## src/rtl/apb2axi_cmd_regfile.sv

```systemverilog
// apb2axi_cmd_regfile: APB register file staging AXI command descriptors into a drainable FIFO
module apb2axi_cmd_regfile #(
  parameter int AXI_ADDR_W = 64,
  parameter int APB_ADDR_W = 16,
  parameter int APB_DATA_W = 32,
  parameter int CMD_DEPTH = 4,
  parameter int ID_W = 4
) (
  input  logic                            pclk,
  input  logic                            presetn,
  input  logic                            psel,
  input  logic                            penable,
  input  logic                            pwrite,
  input  logic [APB_ADDR_W-1:0]           paddr,
  input  logic [APB_DATA_W-1:0]           pwdata,
  output logic [APB_DATA_W-1:0]           prdata,
  output logic                            pready,
  output logic                            pslverr,
  output logic                            cmd_valid,
  input  logic                            cmd_ready,
  output logic [AXI_ADDR_W-1:0]           cmd_addr,
  output logic [7:0]                      cmd_len,
  output logic [2:0]                      cmd_size,
  output logic [ID_W-1:0]                 cmd_id,
  output logic                            cmd_is_write,
  output logic [$clog2(CMD_DEPTH+1)-1:0]  cmd_count,
  output logic                            ovf_irq
);
  localparam int PW = $clog2(CMD_DEPTH);
  localparam int CW = $clog2(CMD_DEPTH + 1);
  logic access, wr_acc, rd_acc, full, empty, commit, push, reject, pop, ovf;
  logic [2:0] sel, size_q;
  logic [31:0] addr_lo, addr_hi, cmd_reg, status, rdata;
  logic [7:0] len_q;
  logic [ID_W-1:0] id_q;
  logic wr_q;
  logic [63:0] stage_addr;
  logic [PW-1:0] wr_ptr, rd_ptr;
  logic [CW-1:0] count;
  logic [AXI_ADDR_W-1:0] addr_mem [CMD_DEPTH];
  logic [7:0] len_mem [CMD_DEPTH];
  logic [2:0] size_mem [CMD_DEPTH];
  logic [ID_W-1:0] id_mem [CMD_DEPTH];
  logic wr_mem [CMD_DEPTH];
  logic unused_paddr;
  assign unused_paddr = ^{paddr[APB_ADDR_W-1:5], paddr[1:0]};
  assign sel = paddr[4:2];
  assign access = psel & penable & presetn;
  assign wr_acc = access & pwrite;
  assign rd_acc = access & ~pwrite;
  assign full = count == CW'(CMD_DEPTH);
  assign empty = count == '0;
  assign commit = wr_acc & (sel == 3'd3);
  assign push = commit & ~full;
  assign reject = commit & full;
  assign pop = cmd_valid & cmd_ready;
  assign stage_addr = {addr_hi, addr_lo};
  assign cmd_reg = {wr_q, {(19 - ID_W){1'b0}}, id_q, 1'b0, size_q, len_q};
  assign status = {15'd0, ovf, 8'(count), 6'd0, empty, full};
  always_comb begin
    rdata = '0;
    case (sel)
      3'd0: rdata = addr_lo;
      3'd1: rdata = addr_hi;
      3'd2: rdata = cmd_reg;
      3'd4: rdata = status;
      default: rdata = '0;
    endcase
  end
  assign prdata = rd_acc ? rdata : '0;
  assign pready = 1'b1;
  assign pslverr = access & ((sel >= 3'd6) | (pwrite & (sel == 3'd4)) | reject);
  assign cmd_valid = ~empty;
  assign cmd_addr = empty ? '0 : addr_mem[rd_ptr];
  assign cmd_len = empty ? '0 : len_mem[rd_ptr];
  assign cmd_size = empty ? '0 : size_mem[rd_ptr];
  assign cmd_id = empty ? '0 : id_mem[rd_ptr];
  assign cmd_is_write = empty ? 1'b0 : wr_mem[rd_ptr];
  assign cmd_count = count;
  assign ovf_irq = ovf;
  always_ff @(posedge pclk or negedge presetn) begin
    if (!presetn) begin
      addr_lo <= '0;
      addr_hi <= '0;
      len_q <= '0;
      size_q <= '0;
      id_q <= '0;
      wr_q <= 1'b0;
      ovf <= 1'b0;
      wr_ptr <= '0;
      rd_ptr <= '0;
      count <= '0;
    end else begin
      if (wr_acc && sel == 3'd0) addr_lo <= pwdata;
      if (wr_acc && sel == 3'd1) addr_hi <= pwdata;
      if (wr_acc && sel == 3'd2) begin
        len_q <= pwdata[7:0];
        size_q <= pwdata[10:8];
        id_q <= pwdata[12 +: ID_W];
        wr_q <= pwdata[31];
      end
      if (reject) ovf <= 1'b1;
      else if (wr_acc && sel == 3'd5 && pwdata[16]) ovf <= 1'b0;
      if (push) wr_ptr <= wr_ptr + 1'b1;
      if (pop) rd_ptr <= rd_ptr + 1'b1;
      count <= count + CW'(push) - CW'(pop);
    end
  end
  always_ff @(posedge pclk) begin
    if (push) begin
      addr_mem[wr_ptr] <= stage_addr[AXI_ADDR_W-1:0];
      len_mem[wr_ptr] <= len_q;
      size_mem[wr_ptr] <= size_q;
      id_mem[wr_ptr] <= id_q;
      wr_mem[wr_ptr] <= wr_q;
    end
  end
endmodule

```

## config.mk

```make
export PLATFORM = sky130hd
export DESIGN_NAME = apb2axi_cmd_regfile
export DESIGN_NICKNAME = d
export VERILOG_FILES = /design/src/rtl/apb2axi_cmd_regfile.sv
export SDC_FILE = /design/constraint.sdc
export NUM_CORES = 1
export LEC_CHECK = 0
export ABC_AREA = 1
export BUFFER_PORTS_ARGS = -buffer_cell sky130_fd_sc_hd__buf_2
export CAP_MARGIN = 20
export CORE_ASPECT_RATIO = 1.5
export CORE_MARGIN = 2
export CORE_UTILIZATION = 30
export DETAILED_ROUTE_END_ITERATION = 6
export GPL_TIMING_DRIVEN = 0
export PLACE_DENSITY = 0.57
export SLEW_MARGIN = 10
export SYNTH_ARGS = -nofsm -noshare
export SYNTH_HDL_FRONTEND = slang
export SYNTH_SLANG_ARGS = --single-unit
```

## constraint.sdc

```tcl
create_clock -name pclk -period 12.55 [get_ports pclk]
set_clock_uncertainty 0.15 [all_clocks]
set_input_delay 1.255 -clock pclk [delete_from_list [all_inputs] [get_ports pclk]]
set_output_delay 1.255 -clock pclk [all_outputs]
set_load 0.03 [all_outputs]
```

Word-level counts from Yosys, hierarchy flattened
Memories as Yosys holds them, arrays and structs flattened.
Index checks and enable logic that the tools add are counted.
Word-level totals
  memories kept: 5
  output and inout port bits: 119
  logic and storage cells: 60
  bits in writable memories: 320
  register bits: 88
Operators by class
  equal/unequal tests: 6
  $lt $le $gt $ge: 1
  multiplexer cells: 11
  bitwise gates (word level): 15
  reduce and logical (&&, ||, !) cells: 8
  add/sub/neg operators: 4
Memories
  addr_mem: words 4, bits a word 64, read ports 1, clocked after Yosys merged registers in 0, wr ports 1, line 40  | logic [AXI_ADDR_W-1:0] addr_mem [CMD_DEPTH];
  len_mem: words 4, bits a word 8, read ports 1, clocked after Yosys merged registers in 0, wr ports 1, line 41  | logic [7:0] len_mem [CMD_DEPTH];
  id_mem: words 4, bits a word 4, read ports 1, clocked after Yosys merged registers in 0, wr ports 1, line 43  | logic [ID_W-1:0] id_mem [CMD_DEPTH];
  size_mem: words 4, bits a word 3, read ports 1, clocked after Yosys merged registers in 0, wr ports 1, line 42  | logic [2:0] size_mem [CMD_DEPTH];
  wr_mem: words 4, bits a word 1, read ports 1, clocked after Yosys merged registers in 0, wr ports 1, line 44  | logic wr_mem [CMD_DEPTH];
Operator list (count)
  32-bit case mux with 4 select lines: 1
  64-bit two-way mux: 1
  32-bit two-way mux: 1
  1-bit AND: 10
  3-bit equality test (second input constant): 3
  8-bit two-way mux: 1
  3-bit by 2-bit equality test with 1-bit output (second input constant): 2
  3-bit zero test: 2
  1-bit logical AND: 5
  1-bit two-way mux: 5
  2-bit by 1-bit adder with 2-bit output (second input constant): 2
  4-bit two-way mux: 1
  3-bit by 1-bit adder with 3-bit output: 1
  3-bit by 1-bit equality test with 1-bit output (second input constant): 1
  3-bit >= comparator (second input constant): 1
  3-bit two-way mux: 1
  1-bit NOT: 3
  3-bit by 1-bit subtractor with 3-bit output: 1
  1-bit bitwise OR: 2
  2-bit nonzero test: 1

Logic depth before layout (Yosys ltp)
Gate-level depths: netlist of run 1.
  word-level depth: 7
  mapped depth: 9

Worst setup path after synthesis of run 1
OpenSTA, ideal clock, no wires.
  path type: input-to-reg
  start point: input port paddr[3]
  end point: memory addr_mem[0][0] (enable)
  arrival time: 5.154 ns
  slack: 6.726 ns
  required time: 11.881 ns
  stages on the path: 5
  cells stage by stage: buf_2 > nand2_1 > nor2_2 > nand3_2 > nor2_1
Between the ends
  word-level cells in the longest chain between the ends: 5
Ends and longest elaborated chain
  start, declared: line 14  | input logic [APB_ADDR_W-1:0] paddr,
  3-bit by 2-bit equality test with 1-bit output: line 53  | assign commit = wr_acc & (sel == 3'd3);
  1-bit AND: line 53
  1-bit AND: line 54  | assign push = commit & ~full;
  1-bit two-way mux: line 110  | if (push) begin
  1-bit two-way mux (not written as such): line 111  | addr_mem[wr_ptr] <= stage_addr[AXI_ADDR_W-1:0];
  end, declared: line 40
No other way between the ends.

Worst setup path after layout of run 1
  start point: input port presetn
  end point: output port prdata[28]
Between the ends
  word-level cells in the longest chain between the ends: 3
Ends and longest elaborated chain
  start, declared: line 10  | input logic presetn,
  1-bit AND: line 48  | assign access = psel & penable & presetn;
  1-bit AND: line 50  | assign rd_acc = access & ~pwrite;
  32-bit two-way mux: line 70  | assign prdata = rd_acc ? rdata : '0;
  end, declared: line 16  | output logic [APB_DATA_W-1:0] prdata,
No other way between the ends.

==> reports/qor.yml, run 1 <==
run_status:
  status: "finished, final reports clean"
clocking:
  clk_latency_ns: 0.53
  clock-sinks: 408
  cts_buffers: 36
  cts_hold_buf: 0
  cts_resized: 0
  cts_tree: "built"
  cts_max_level: 2
  clk_pin_slew_ns: 0.07
  root_buffer: "clkbuf_16"
  post_cts_buffers: 0
  clockBufferDepth: 3
cells_and_area:
  num-nets-final: 1752
  final_core_utilization_pct: 35.9
  synthToLayoutAreaGrowth_pct: 18.7
  fillers: 5401
  layout-drive-gt1-share_pct: 18.9
  seq_area_um2: 11800
  multi_input_area_um2: 4240
  finalNonFillerCells: 2421
sta:
  tns_ns: 0
  setup_viol: 0
  worst_pin_slew_ns: 0.822
  final_max_slew_viol_count: 0
  max_freq_mhz: 187
  worst_slack_ns: 7.20
  hold_violations: 0
  max_slew_margin_pct: 45.2
  rsz0062_at_grt: "no"
  hold_slack_ns: 0.392
  fin_crit_ns: 5.35
  final.period_utilization_pct: 42.6
drt:
  wire_per_inst_um: 21.8
  viasPerCell: 4.86
  drt.antenna.violating_nets: 0
  wl_um: 52700
  drtPass1Iterations: 5
  drtIter0Drc: 889
  vias: 11800
  remaining_drc_errors: 0
synth:
  ys_ff_latch: 408
  postSynthAreaPerCell_um2: 11.3
  yosysTopAreaCell: "edfxtp_1"
  yosysMostFrequentCell: "nor2_1"
  synth_top_flop_cell: "edfxtp_1"
  synth.distinct_cells: 31
  synthesis.area_um2: 16800
  synth_top_area_share_pct: 57.3
  ys.warnings.count: 0
  synth_edf_count: 320
  ys_async_sr_fraction_pct: 21.6
  yosysSeqAreaShare_pct: 70.5
  netlist_instances: 1482
  syn_nets: 1543
  ys_top_cells_by_count: "nor2_1, edfxtp_1, o21ai_0"
  synth_area_leaders: "edfxtp_1, dfrtp_1, nor2_1"
power:
  cellPowerDensity_nw_per_um2: 222
  p_leak_nw: 7.67
  ir_worst_vdd_v: 0.0000988
grt:
  grt_max_degree: 61
  grt_pass1_vias: 11700
  grt_overflow: 0
  grt_pass1_wl_um: 76700
  antenna_found_initial: 2
  grt_usage_pct: 18.1
critical_path:
  r2r-end: "addr_mem[1][8]"
  r2r_start: "cmd_count[0]"
  arrival_ns: 3.94
  cp.required_ns: 11.14
  path_class: "primary input to output pin"
  endpoint_kind: "output pin"
  reg2reg_depth: 7
  critPathLaunchType: "primary input"
  r2r_slack_ns: 9.75
  crit_path_max_fanout: 60
worst_hold_path:
  hp-class: "flip-flop to flip-flop"
  hp-start: "wr_ptr[0]"
  hold_end: "wr_ptr[0]"
  min_path_cells: 2
die:
  initial_utilization_pct: 30.2
  core_area_um2: 55400
  die_width_um: 197
  io_pins: 173
  die_h_um: 293
  rows: 106
  dieArea_um2: 57800
place:
  gp_congestion: 0.865
  dp_hpwl_um: 37400
  io_buffers: 157
  dp_slack_ns: 7.15
  dp_cells: 2355
flow_run:
  max_cap_viol_count: 0
[per-layer routing]
metal | vias to the layer above | wire [um] | global-route usage, %
met5 | - | 0 | 0
met4 | 0 | 3320 | 10.6
met3 | 113 | 2300 | 1.97
met2 | 420 | 27000 | 32.1
met1 | 5754 | 20100 | 21.1
li1 | 5487 | - | -
[report_power, final]
part,switching [mW],internal (mW)
combinational,1.27,0.442
clock,0.494,0.597
sequential,0.0844,1.53
total,1.85,2.57
[critical path, stage by stage]
cell,delay (ns)
buf_4,0.37
buf_16,0.34
nand3_2,0.24
nor2_1,0.41
nand3_1,0.55
a21oi_1,0.43
buf_2,0.26
[cell usage in the layout, fill, tap and decap left out, types with 17 or more instances in the layout]
cell       instances
a21oi_1           96
buf_4             17
dfrtp_1           88
nand3_1           35
clkbuf_1          39
edfxtp_1         320
nand2_1          184
clkbuf_16         38
nor2_1           338
o21ai_2           32
o21ai_0          200
buf_2            176
inv_1             61
[registers in the layout (all words and copies together), names as in the netlist, 2 cells and up]
name       count
addr_mem     256
addr_hi       32
addr_lo       32
len_mem       32
id_mem        16
size_mem      12
len_q          8
id_q           4
wr_mem         4
cmd_count      3
size_q         3
rd_ptr         2
wr_ptr         2
[worst max path at each step]
| stage | startpoint | end | slack (ns) | depth (start not counted) |
|---|---|---|---|---|
| after floorplan | paddr[3] | addr_mem[0][0] | 6.73 | 5 |
| after global placement | presetn | addr_mem[3][8] | 1.43 | 5 |
| after detailed placement | presetn | prdata[28] | 7.15 | 7 |
| after CTS | presetn | prdata[28] | 7.16 | 7 |
| after global routing | presetn | prdata[28] | 7.05 | 7 |
| final | presetn | prdata[28] | 7.20 | 7 |
[per-stage QoR]
stage                     power (mW)  cell area, um2
after floorplan                 2.70           16800
after global placement          3.35           18400
after detailed placement        3.38           18800
after CTS                       4.46           19900
after global routing            4.62           19900
final                           4.42           19900
[kinds of logic after synthesis]
kind of cell / Yosys count / share of synthesized area [%]
adders and majority gates: 7 / 0.567
AOI/OAI and AO/OA: 339 / 10.9
other: 1 / 0.0224
and+or+nand+nor: 574 / 13.6
buffers and inverters: 152 / 4.42
DFF: 408 / 70.5
xor gates and xnor gates: 1 / 0.0523
[final cells by class]
type,count,area share [%]
flip-flops and latches,408,59.4
multi-input cells,922,21.3
repair buffers,171,5.45
clock buffers,48,5.12
well taps,702,4.41
plain buffers,88,2.51
inverters,64,1.21
clock inverters,16,0.616
diodes,2,0.0252
(Power assumes the default switching activity.)
==> inputs of run 2 (changes only) <==
Clock period 12.55 ns to 5.51 ns, I/O delays scaled along.
==> run 2 against run 1 <==
Combinational power up 130%. Sequential power up 130%. Cell count about the same. Worst hold slack worse by 0.24 ns. Count of clock-buffer cells in the layout unchanged. Total power up 130%. Flip-flop and latch count unchanged. Wire length about the same. Register-to-register slack worse by 7.0 ns. Critical path type unchanged. Core utilization about the same. Die area unchanged. Global-route usage about the same. Critical endpoint unchanged.
==> reports/qor.yml, run 2 (synthesis results as in run 1) <==
run_status:
  status: "finished, final reports clean"
power:
  ir_worst_vdd_v: 0.000225  # +130%
  p_sw_share_pct: 41.8  # about the same
  p_total_mw: 10.1  # +130%
  p_seq_share_pct: 36.6  # about the same
  cellPowerDensity_nw_per_um2: 505  # +130%
  p_switching_mw: 4.20  # +130%
  comb_power_share_pct: 38.7  # about the same
  p_leak_nw: 7.68  # about the same
  clkPwrFrac_pct: 24.7  # about the same
  intPower_mw: 5.85  # +130%
critical_path:
  crit_path_max_fanout: 60  # unchanged
  critPathLaunchType: "primary input"
  cp.required_ns: 4.81  # -6.33 ns
  arrival_ns: 3.78  # -0.16 ns
  endpoint_kind: "output pin"
  path_class: "primary input to output pin"
sta:
  worst_pin_slew_ns: 0.811  # -0.0116 ns
  rsz0062_at_grt: "no"
  fin_crit_ns: 4.49
  worst_slack_ns: 1.02  # -6.18 ns
  final_max_slew_viol_count: 0  # unchanged
  hold_violations: 0  # unchanged
  max_freq_mhz: 223
  max_slew_margin_pct: 46.0  # +0.77 points
  setup_viol: 0  # unchanged
  final.period_utilization_pct: 81.4
grt:
  antenna_found_initial: 2  # unchanged
  grt_util_met3_pct: 1.95  # -0.023 points
  grt_max_degree: 61  # unchanged
  grt_overflow: 0  # unchanged
  grt_usage_pct: 18.1  # about the same
  grt_use_met1_pct: 21.1  # about the same
  grt_pass1_wl_um: 76700  # about the same
  grt_use_met2_pct: 32.1  # unchanged
  grt_pass1_vias: 11700  # +0.043%
  top_usage_layer: "met2"
drt:
  remaining_drc_errors: 0  # unchanged
  drtIter0Drc: 913  # +2.7%
  wire_per_inst_um: 21.7  # -0.13%
  wl_um: 52700  # about the same
  vias: 11800  # +0.14%
  drt.antenna.violating_nets: 0  # unchanged
  drtPass1Iterations: 7  # +2
  viasPerCell: 4.87  # +0.10%
clocking:
  root_buffer: "clkbuf_16"
  cts_buffers: 36  # unchanged
  post_cts_buffers: 0  # unchanged
  cts_tree: "built"
  cts_max_level: 2  # unchanged
  clock-sinks: 408  # unchanged
  clk_pin_slew_ns: 0.07  # about the same
  clk_latency_ns: 0.54  # about the same
  clockBufferDepth: 3  # unchanged
  cts_resized: 0  # unchanged
flow_run:
  max_cap_viol_count: 0  # unchanged
place:
  dp_slack_ns: 1.50  # -5.65 ns
  io_buffers: 157  # unchanged
  gp_congestion: 0.865  # unchanged
  dp_hpwl_um: 37400  # unchanged
cells_and_area:
  synthToLayoutAreaGrowth_pct: 18.8  # about the same
  layout_common_cells: "nor2_1, edfxtp_1, o21ai_0, nand2_1, buf_2"
  largest_register_ffs: 256  # unchanged
  layout-drive-gt1-share_pct: 18.9  # about the same
  multi_input_area_um2: 4240  # unchanged
  seq_area_um2: 11800  # unchanged
  fillers: 5403  # +0.037%
  final_common_cell: "nor2_1"
  num-nets-final: 1753  # +0.057%
  largest_register: "addr_mem"
die:
  die_h_um: 293  # unchanged
  core_area_um2: 55400  # unchanged
  die_width_um: 197  # unchanged
  initial_utilization_pct: 30.2  # unchanged
  dieArea_um2: 57800  # unchanged
  io_pins: 173  # unchanged
  rows: 106  # unchanged
worst_hold_path:
  hp-class: "primary input to flip-flop"
[run 2: changes by cell type in the layout (fill, tap and decap cells not counted)]
cell,before,now
dlygate4sd3_1,0,1
[run 2: routing by layer]
layer | vias to the layer above | wire length, um
met5 | - | 0
met4 | 0 | 3370
met3 | 113 | 2530
met2 | 446 | 26800
li1 | 5493 | -
met1 | 5739 | 19900
[run 2: power by group through the flow]
stage                     registers (mW)  logic [mW]  clock network, mW
after floorplan                     3.67        2.48                  0
after global placement              3.74        3.90                  0
after detailed placement            3.74        3.95                  0
after CTS                           3.68        3.96               2.51
after global routing                3.69        4.21               2.62
final                               3.68        3.89               2.49
[run 2: final timing paths]
kind	slack, ns	to	start	depth (start not counted)
worst min register to register	0.40	addr_mem[0][54]	addr_hi[22]	0
worst max-delay path	1.02	prdata[28]	presetn	8
worst min-delay path	0.15	addr_hi[24]	pwdata[24]	3
max in group asynchronous	4.18	addr_lo[25]	presetn	3
min in group asynchronous	0.37	addr_hi[17]	presetn	2
worst max register to register	2.72	addr_mem[1][8]	cmd_count[0]	7
[run 2: stage by stage]
stage / std cells / cell area (um2) / util (%) / TNS [ns] / hold slack [ns]
after global routing: 2422 / 19900 / 35.9 / 0 / 0.151
after floorplan: 1482 / 16800 / - / 0 / 0.105
after detailed placement: 2355 / 18800 / 33.8 / 0 / 0.377
final: 2422 / 19900 / 35.9 / 0 / 0.149
after CTS: 2420 / 19900 / 35.9 / 0 / 0.143
after global placement: 2341 / 18400 / 33.2 / -1523.59 / 0.360
[run 2: final cells by class]
cell class	instances	share of cell area [%]
Buffer	88	2.51
Sequential cell	408	59.3
Clock buffer	48	5.12
Clock inverter	16	0.616
Antenna cell	2	0.0251
Timing Repair Buffer	172	5.49
Tap cell	702	4.41
Inverter	64	1.21
Multi-Input combinational cell	922	21.3
[run 2: critical path: stages]
cell,delay (ns)
dlygate4sd3_1,0.52
buf_4,0.39
buf_16,0.34
nand3_2,0.24
nor2_1,0.41
nand3_1,0.56
a21oi_1,0.43
buf_2,0.26
[run 2: repair_timing]
action                                  in CTS  in global routing
hold buffers                                 1                  0
endpoints found under the setup margin       0                  0
hold endpoints to repair                    29                  0
